==> src/rtl/f1_pkg.sv <==
// F1 start-light controller shared types and constants.
// State encoding, light pattern, LFSR seed/taps and LFSR step function.
package f1_pkg;

    typedef enum logic [2:0] {
        S_IDLE  = 3'd0,
        S_FILL  = 3'd1,
        S_HOLD  = 3'd2,
        S_OUT   = 3'd3,
        S_DONE  = 3'd4,
        S_FAULT = 3'd5
    } state_t;

    localparam logic [7:0]  LIGHTS_FULL = 8'hFF;
    localparam logic [6:0]  LFSR_SEED   = 7'h01;
    // x^7 + x^6 + 1: feedback from bits 6 and 5
    localparam logic [6:0]  LFSR_TAPS   = 7'h60;
    localparam logic [15:0] RT_MAX      = 16'hFFFF;

    function automatic logic [6:0] lfsr_next(input logic [6:0] q);
        return {q[5:0], ^(q & LFSR_TAPS)};
    endfunction

endpackage

==> src/rtl/lfsr7.sv <==
// Free-running 7-bit Fibonacci LFSR.
// Maximal-length polynomial, so it never reaches the all-zero state.
module lfsr7
    import f1_pkg::*;
(
    input  logic       clk,
    input  logic       rst,
    output logic [6:0] q
);

    // Advance one step every cycle; seed on reset
    always_ff @(posedge clk or negedge rst) begin
        if (!rst) begin
            q <= LFSR_SEED;
        end else begin
            q <= lfsr_next(q);
        end
    end

endmodule

==> src/rtl/f1_start_ctrl.sv <==
// F1 start-light sequencer with reaction timer.
// Lights fill on a prescaled tick, hold a random time, then go out.
module f1_start_ctrl
    import f1_pkg::*;
#(
    parameter int WIDTH = 16
) (
    input  logic             clk,
    input  logic             rst,
    input  logic             trigger,
    input  logic             react,
    input  logic [WIDTH-1:0] N,
    output logic [7:0]       data_out,
    output logic [15:0]      react_time,
    output logic             time_valid,
    output logic             false_start,
    output logic             busy
);

    state_t           state;
    state_t           state_nx;
    logic [WIDTH-1:0] tick_cnt;
    logic [4:0]       hold_cnt;
    logic [15:0]      rt_cnt;
    logic [6:0]       lfsr_q;
    logic             tick;
    logic             armed;
    logic             enter_fill;
    logic             early;
    logic             unused_lfsr_hi;

    lfsr7 u_lfsr (
        .clk (clk),
        .rst (rst),
        .q   (lfsr_q)
    );

    // Only the low nibble seeds the hold time
    assign unused_lfsr_hi = ^lfsr_q[6:4];

    // State register
    always_ff @(posedge clk or negedge rst) begin
        if (!rst) begin
            state <= S_IDLE;
        end else begin
            state <= state_nx;
        end
    end

    // Next state: react outranks tick in FILL and HOLD
    always_comb begin
        state_nx = state;
        unique case (state)
            S_IDLE, S_DONE, S_FAULT: begin
                if (trigger) state_nx = S_FILL;
            end
            S_FILL: begin
                if (react) begin
                    state_nx = S_FAULT;
                end else if (tick && data_out == LIGHTS_FULL) begin
                    state_nx = S_HOLD;
                end
            end
            S_HOLD: begin
                if (react) begin
                    state_nx = S_FAULT;
                end else if (tick && hold_cnt == 5'd1) begin
                    state_nx = S_OUT;
                end
            end
            S_OUT: begin
                if (react || rt_cnt == RT_MAX) state_nx = S_DONE;
            end
            default: state_nx = S_IDLE;
        endcase
    end

    // Decoded strobes and status outputs
    always_comb begin
        armed      = (state == S_IDLE) || (state == S_DONE) ||
                     (state == S_FAULT);
        enter_fill = armed && trigger;
        early      = ((state == S_FILL) || (state == S_HOLD)) && react;
        busy       = (state == S_FILL) || (state == S_HOLD) ||
                     (state == S_OUT);
        tick       = ((state == S_FILL) || (state == S_HOLD)) &&
                     (tick_cnt == '0);
    end

    // Tick prescaler: period N+1, reloaded on FILL entry and each tick
    always_ff @(posedge clk or negedge rst) begin
        if (!rst) begin
            tick_cnt <= '0;
        end else if (enter_fill) begin
            tick_cnt <= N;
        end else if ((state == S_FILL) || (state == S_HOLD)) begin
            tick_cnt <= tick ? N : tick_cnt - WIDTH'(1);
        end
    end

    // Light pattern: shift in ones while filling, blank on exit
    always_ff @(posedge clk or negedge rst) begin
        if (!rst) begin
            data_out <= '0;
        end else if (enter_fill || early ||
                     (state == S_HOLD && state_nx == S_OUT)) begin
            data_out <= '0;
        end else if (state == S_FILL && tick &&
                     data_out != LIGHTS_FULL) begin
            data_out <= {data_out[6:0], 1'b1};
        end
    end

    // Random hold length 1..16 ticks, counted down on each tick
    always_ff @(posedge clk or negedge rst) begin
        if (!rst) begin
            hold_cnt <= '0;
        end else if (state == S_FILL && state_nx == S_HOLD) begin
            hold_cnt <= {1'b0, lfsr_q[3:0]} + 5'd1;
        end else if (state == S_HOLD && tick) begin
            hold_cnt <= hold_cnt - 5'd1;
        end
    end

    // Reaction counter: zero at lights out, saturates at the timeout
    always_ff @(posedge clk or negedge rst) begin
        if (!rst) begin
            rt_cnt <= '0;
        end else if (state == S_HOLD && state_nx == S_OUT) begin
            rt_cnt <= '0;
        end else if (state == S_OUT && rt_cnt != RT_MAX) begin
            rt_cnt <= rt_cnt + 16'd1;
        end
    end

    // Result flags: cleared on a new start, held until then
    always_ff @(posedge clk or negedge rst) begin
        if (!rst) begin
            react_time  <= '0;
            time_valid  <= 1'b0;
            false_start <= 1'b0;
        end else if (enter_fill) begin
            time_valid  <= 1'b0;
            false_start <= 1'b0;
        end else if (early) begin
            time_valid  <= 1'b0;
            false_start <= 1'b1;
        end else if (state == S_OUT && state_nx == S_DONE) begin
            react_time <= rt_cnt;
            time_valid <= 1'b1;
        end
    end

endmodule

==> config.mk <==
export PLATFORM = sky130hd
export DESIGN_NAME = f1_start_ctrl
export DESIGN_NICKNAME = d
export VERILOG_FILES = /design/src/rtl/f1_pkg.sv /design/src/rtl/lfsr7.sv /design/src/rtl/f1_start_ctrl.sv
export SDC_FILE = /design/constraint.sdc
export NUM_CORES = 1
export LEC_CHECK = 0
export ABC_CLOCK_PERIOD_IN_PS = 2100
export CORE_ASPECT_RATIO = 1.5
export CORE_MARGIN = 2
export CORE_UTILIZATION = 50
export DETAILED_ROUTE_END_ITERATION = 16
export PLACE_DENSITY = 0.8
export SETUP_SLACK_MARGIN = 0.2
export SYNTH_ARGS = -nofsm -noshare
export SYNTH_HDL_FRONTEND = slang
export SYNTH_SLANG_ARGS = --single-unit
==> constraint.sdc <==
create_clock -name clk -period 2.1 [get_ports clk]
set_clock_uncertainty 0.1 [all_clocks]
set_input_delay 0.315 -clock clk [delete_from_list [all_inputs] [get_ports clk]]
set_output_delay 0.315 -clock clk [all_outputs]
set_load 0.01 [all_outputs]
==> results of run 1 <==
[repair_timing]
item / 4_1_cts / 5_1_grt
resized for setup: 40 / 42
setup buffers: 14 / 12
hold buffers: 1 / 0
setup endpoints to repair: 64 / 63
gates cloned: 0 / 1
endpoints found under the hold margin: 72 / 0
pin swaps: 9 / 15
[final cells by class]
type	count	area share
multi-input cells	276	0.3853
flip-flops and latches	73	0.3238
repair buffers	125	0.2061
clock buffers	12	0.04524
well taps	102	0.02251
clock inverters	4	0.009049
inverters	12	0.007945
[synth_stat cells, drive strengths merged (2+ instances only)]
cell type   n
and3        5
nor4        9
nand2      23
nand2b      2
dfrtp      72
buf         6
and2        2
or4         2
a31oi       2
o21ai      19
mux2       17
mux2i      12
inv        12
or2         2
and4        3
a211oi      4
o31ai       2
a32oi       4
o21a        4
o221a       2
or3b        2
ha          6
nor2b       2
nand4      18
xor2        5
a22oi       3
nor4b       2
nor2       38
nand3      17
nor3       14
xnor2      18
a21oi      20
a2bb2oi     2
clkbuf     11
[power groups by stage]
stage,clock [µW],sequential [µW],combinational [µW]
after global routing,1650,1970,2480
after floorplan,0,1880,1000
after detailed placement,0,1900,1780
final,1570,1940,2340
after CTS,1580,1900,2060
after global placement,0,1890,1740
[stage by stage]
| step | TNS [ns] | instance area (µm²) | power, µW | instances |
|---|---|---|---|---|
| after floorplan | -0.1849 | 3871 | 2880 | 378 |
| after global placement | 0 | 4802 | 3632 | 560 |
| after detailed placement | -0.03823 | 4802 | 3672 | 560 |
| after CTS | -0.04579 | 5374 | 5546 | 591 |
| after global routing | -3.154 | 5669 | 6106 | 604 |
| final | -0.3313 | 5669 | 5853 | 604 |
[cells by family (layout without fill, tap and decap cells)]
group / after synthesis / in the layout / share of synthesized area
flip-flops: 73 / 73 / 0.4748
XOR/XNOR: 23 / 23 / 0.05232
buffers and inverters: 29 / 153 / 0.03250
AO/OA/AOI/OAI: 72 / 72 / 0.1235
multiplexers: 29 / 29 / 0.08190
adder cells (fa/ha/maj): 6 / 6 / 0.01950
AND/OR/NAND/NOR: 146 / 146 / 0.2155
[path summary, 6_finish.rpt]
check / slack [ns] / endpoint / depth (start not counted)
setup / recovery: -0.03 / hold_cnt[1] / 5
setup reg to reg: -0.03 / hold_cnt[1] / 5
min in group asynchronous: 0.42 / tick_cnt[5] / 3
hold reg to reg: 0.27 / u_lfsr.q[5] / 0
max in group asynchronous: 1.13 / rt_cnt[1] / 3
hold / removal: 0.27 / u_lfsr.q[5] / 0
[metal layers]
layer	vias up	wire (µm)
li1	1624	-
met1	1790	4180
met2	149	6115
met3	47	584
met4	0	623
met5	-	0
[placed cells by master (no fill, tap or decap), types with 3 or more instances in the layout]
master,Yosys,final
a211oi_1,4,4
a21oi_1,19,12
a21oi_2,1,7
a22oi_1,3,3
and3_4,0,3
buf_12,0,6
buf_4,1,64
buf_6,1,7
clkbuf_16,0,10
clkdlybuf4s50_1,0,44
dfrtp_1,72,66
dfrtp_2,0,6
ha_1,6,4
inv_1,12,10
mux2_2,16,6
mux2_4,1,11
mux2i_1,12,11
nand2_1,23,21
nand3_1,17,15
nand4_1,16,16
nor2_1,37,34
nor3_1,12,12
nor4_1,7,3
nor4_2,0,3
nor4_4,2,3
o21a_1,4,4
o21ai_0,18,14
o21ai_1,0,4
xnor2_1,18,18
xor2_1,5,5
[registers in the layout, indices dropped and copies added (netlist names)]
name         flops
tick_cnt        16
false_start      1
data_out         8
state            3
rt_cnt          16
react_time      16
time_valid       1
hold_cnt         5
u_lfsr.q         7
==> metrics, run 1 <==
status=finished, violations left; failing checks=setup timing; CP Buf/Inv Count=0; Die Span Y=~110 µm; vias in the first global route=approximately 3,500; Skew-Pair Late Insertion Delay=~0.34 ns; gr usage total=0.2706; CTS clk-pin slew, worst paths=0.06 ns; Crit Path Max Fanout=2; post-DP HPWL=6943 µm; number of synthesized register bits=73; DP Worst Slack=-0.01484 ns; vias after detailed routing=about 3,600; I/O pins=47; setup repair after global routing missed its margin=yes; Netlist cell types=slightly above 60; hold slack=~0.27 ns; share of the yosys chip area belonging to registers=0.4748; core area=0.007564 mm²; worst slew pin tran=roughly 0.52 ns; largest net degree at the start of global routing=74; CTS sink cnt=73; GRT met1 Usage=0.3108; fin util=0.7495; worst-case clock buffer depth=2; Area contributors post-synth=dfrtp_1 47%, mux2_2 4.7%, xnor2_1 4.1%, nor2_1 3.6%, mux2i_1 3.1%; drt pass-1 iters=6; internal power=3737 µW; Synth top area share=0.4680; total wire length=11,500 µm; kind of critical path=flop to flop; nets=523; worst r2r src=tick_cnt[10]; Rows=39; critical path's slowest cell=or4_4; slew margin rel.=0.6531; number of diodes=0; MaxCap Viol Count=0; worst endpoint data arrival time=2.25 ns; post-synthesis net count=between 400 and 500; Top delay family on crit path=simple AND/OR/NAND/NOR gates; element type at the critical path start=flop; post-layout min period=roughly 2.1 ns; synthesized instance count=378; Hold Crit Start=u_lfsr.q[4]; Mapped Avg Cell Area=slightly above 10 µm²; worst path required time=about 2.2 ns; max frequency=469.5 MHz; largest area contributor in the netlist=dfrtp_1; Layout fillers=465; Setup Viol. Count Final=26; Multi-input gate area=between 0.002 and 0.0025 mm²; initial antenna violation count=0; Initial Utilization=0.5090; H-tree depth=3; sequential share of power=0.332; ys flop type=dfrtp_1; Reg area=between 0.0015 and 0.002 mm²; Die Area=about 0.0084 mm²; Area Growth Syn to Fin=47.25%; first-pass GRT wire length=roughly 17,000 µm; EDFF count, synth=0; P per Cell Area=1032 mW/mm²; I/O Buffers=46; Worst VDD drop=0.6097 mV; crit path cell chain=or4_4 -> nor4_4 -> nand4_2 -> nand4b_4 -> mux2_4; fraction of registers with async set/reset=1.000; Worst Slack Setup Final=-0.03015 ns; LEAKAGE=approximately 0.0024 µW; switching share of power=0.3615; Synth Cell Area=0.003850 mm²; CP Capture Type=flop; Die Wd=around 76 µm; max-slew violation count=0; worst hold path class=flop to flop; Final period util=1.014; # DRC=0; WL per Instance=around 19 µm; met3 GRT Util=0.05068; CTS tree=built; Final ANT Viol Nets=0; Comb power frac=0.400; Root Driver=clkbuf_16; Yosys warnings=0; vias per inst=between 5 and 6; CTS Buf Count=9; clock share of power=0.268; final hold vios=0; Most Crowded Layer GR=met2; layout cells sized above 1=0.3367; routability congestion estimate=0.9883; Net Sw Power=2116 µW; GRT overflow=0; routing usage on met2=0.4725; Max stage delay on crit path=roughly 0.56 ns; DR iter-0 viols=between 300 and 400; CP Launch Point=tick_cnt[10]
Power figures use the tool's default switching activity.
==> run 2, diff against run 1 <==
--- a/config.mk
+++ b/config.mk
@@ -12,6 +12,7 @@
 export DETAILED_ROUTE_END_ITERATION = 16
 export PLACE_DENSITY = 0.8
 export SETUP_SLACK_MARGIN = 0.2
+export SLEW_MARGIN = 15
 export SYNTH_ARGS = -nofsm -noshare
 export SYNTH_HDL_FRONTEND = slang
 export SYNTH_SLANG_ARGS = --single-unit
==> results of run 2 <==
Final layout, timing and power as in run 1 (identical DEF).
==> run 3, diff against run 2 <==
--- a/config.mk
+++ b/config.mk
@@ -5,12 +5,13 @@
 export SDC_FILE = /design/constraint.sdc
 export NUM_CORES = 1
 export LEC_CHECK = 0
-export ABC_CLOCK_PERIOD_IN_PS = 2100
+export ABC_CLOCK_PERIOD_IN_PS = 2300
 export CORE_ASPECT_RATIO = 1.5
 export CORE_MARGIN = 2
 export CORE_UTILIZATION = 50
+export CTS_CLUSTER_SIZE = 20
 export DETAILED_ROUTE_END_ITERATION = 16
-export PLACE_DENSITY = 0.8
+export PLACE_DENSITY = 0.77
 export SETUP_SLACK_MARGIN = 0.2
 export SLEW_MARGIN = 15
 export SYNTH_ARGS = -nofsm -noshare
==> constraint.sdc (replaced) <==
create_clock -name clk -period 2.3 [get_ports clk]
set_clock_uncertainty 0.1 [all_clocks]
set_input_delay 0.345 -clock clk [delete_from_list [all_inputs] [get_ports clk]]
set_output_delay 0.345 -clock clk [all_outputs]
set_load 0.01 [all_outputs]
==> metrics, run 3 (synthesis gave the netlist of run 1 again) <==
Final period util=0.9429; # DRC=0; Rows=39; kind of critical path=flop to flop; largest registers=react_time (16), rt_cnt (16), tick_cnt (16); CP Capture Type=flop; Root Driver=clkbuf_16; layout cells sized above 1=0.2359; MaxCap Viol Count=0; core area=0.007564 mm²; worst endpoint data arrival time=between 2 and 2.5 ns; H-tree depth=3; crit path cell chain=or4_4 -> nor4_4 -> nand4_2 -> nand4b_4 -> mux2_4; I/O Buffers=46; Crit Path Max Fanout=2; Worst VDD drop=between 0.5 and 0.6 mV; worst path required time=between 2 and 2.5 ns; Final ANT Viol Nets=0; Multi-input gate area=roughly 0.002 mm²; worst hold path class=flop to flop; number of diodes=0; CTS clk-pin slew, worst paths=roughly 0.06 ns; WL per Instance=16.85 µm; initial antenna violation count=0; status=completed; routability congestion estimate=approximately 0.96; Area Growth Syn to Fin=32.69%; CTS sink cnt=73; most common cell after layout, fill and taps aside=dfrtp_1; most frequent cells in the layout=70 x dfrtp_1, 44 x clkdlybuf4s50_1, 36 x nor2_1; CTS tree=built; worst-case clock buffer depth=2; Layout fillers=roughly 560; element type at the critical path start=flop; vias after detailed routing=~3,300; slew margin rel.=0.5890; critical path's slowest cell=or4_4; gr usage total=0.2413; Setup Viol. Count Final=0; drt pass-1 iters=5; DP Worst Slack=between 0.09 and 0.1 ns; CTS Buf Count=9; worst slew pin tran=approximately 0.6 ns; Die Area=about 0.0084 mm²; P per Cell Area=between 900 and 1000 mW/mm²; Max stage delay on crit path=0.57 ns; hold slack=between 0.2 and 0.3 ns; largest net degree at the start of global routing=40; setup TNS=0 ns; post-DP HPWL=about 6500 µm; I/O pins=47; Skew-Pair Late Insertion Delay=around 0.33 ns; Die Wd=~76 µm; first-pass GRT wire length=about 16,000 µm; total wire length=around 9500 µm; Reg area=0.001831 mm²; setup repair after global routing missed its margin=yes; Die Span Y=approximately 110 µm; GRT overflow=0; vias in the first global route=3,320; nets=483; Initial Utilization=0.5090; LEAKAGE=approximately 0.0022 µW; max frequency=approximately 460 MHz; max-slew violation count=0; DR iter-0 viols=roughly 230; final hold vios=0; post-layout min period=2.169 ns; vias per inst=just under 6; Worst Slack Setup Final=0.1312 ns
==> run 3: cell count changes in the layout (fill, tap and decap cells not counted), moves of 4 or more <==
| cell | before | now |
|---|---|---|
| a21oi_1 | 12 | 16 |
| a21oi_2 | 7 | 3 |
| buf_4 | 64 | 31 |
| dfrtp_1 | 66 | 70 |
| dfrtp_2 | 6 | 2 |
| mux2_2 | 6 | 16 |
| mux2_4 | 11 | 1 |
==> run 3: repair_timing <==
item	CTS	global route
resized for setup	3	30
hold buffers	1	0
endpoints found under the setup margin	41	64
pin swaps	1	3
setup buffers	6	4
endpoints found under the hold margin	33	0
==> run 3: path summary, 6_finish.rpt <==
kind,startpoint,endpoint,slack [ns],depth (start not counted)
min in group asynchronous,rst,tick_cnt[3],0.48,3
max,tick_cnt[8],hold_cnt[1],0.13,5
min,u_lfsr.q[4],u_lfsr.q[5],0.26,0
max in group asynchronous,rst,tick_cnt[13],1.19,3
min reg2reg,u_lfsr.q[4],u_lfsr.q[5],0.26,0
max reg2reg,tick_cnt[8],hold_cnt[1],0.13,5
==> run 3: per-layer routing <==
| metal | GRT usage | up-vias | share of wire | wire [µm] |
|---|---|---|---|---|
| li1 | - | 1541 | - | - |
| met1 | 0.2909 | 1612 | 0.40 | 3757 |
| met2 | 0.4116 | 118 | 0.51 | 4873 |
| met3 | 0.04344 | 37 | 0.049 | 462 |
| met4 | 0.09942 | 0 | 0.043 | 410 |
| met5 | 0 | - | 0 | 0 |
==> run 3: power by group <==
part | switching, µW | internal [µW] | total [µW]
combinational | 874 | 744 | 1620
sequential | 278 | 1490 | 1770
clock | 529 | 865 | 1390
==> run 3: area by class of cell <==
class,instances,share of cell area
clock inverter,5,0.01078
inverter,12,0.008817
timing repair buffer,85,0.1577
tap,102,0.02498
clock buffer,11,0.04751
multi-input combinational,276,0.3919
sequential,73,0.3583
==> run 3: worst max-delay path: cells and delay by family, from the launching register on <==
family           cells  cell delay, ns
flip-flops           1            0.39
multiplexers         1            0.31
AND/OR/NAND/NOR      4            1.26
==> run 3: stage by stage <==
stage	power [µW]	instances	area (µm²)	util
global placement	3102	537	4607	0.6091
global route	5048	564	5109	0.6754
floorplan	2609	378	3857	-
detailed placement	3124	537	4607	0.6091
finish	4784	564	5109	0.6754
CTS	4607	560	4972	0.6574
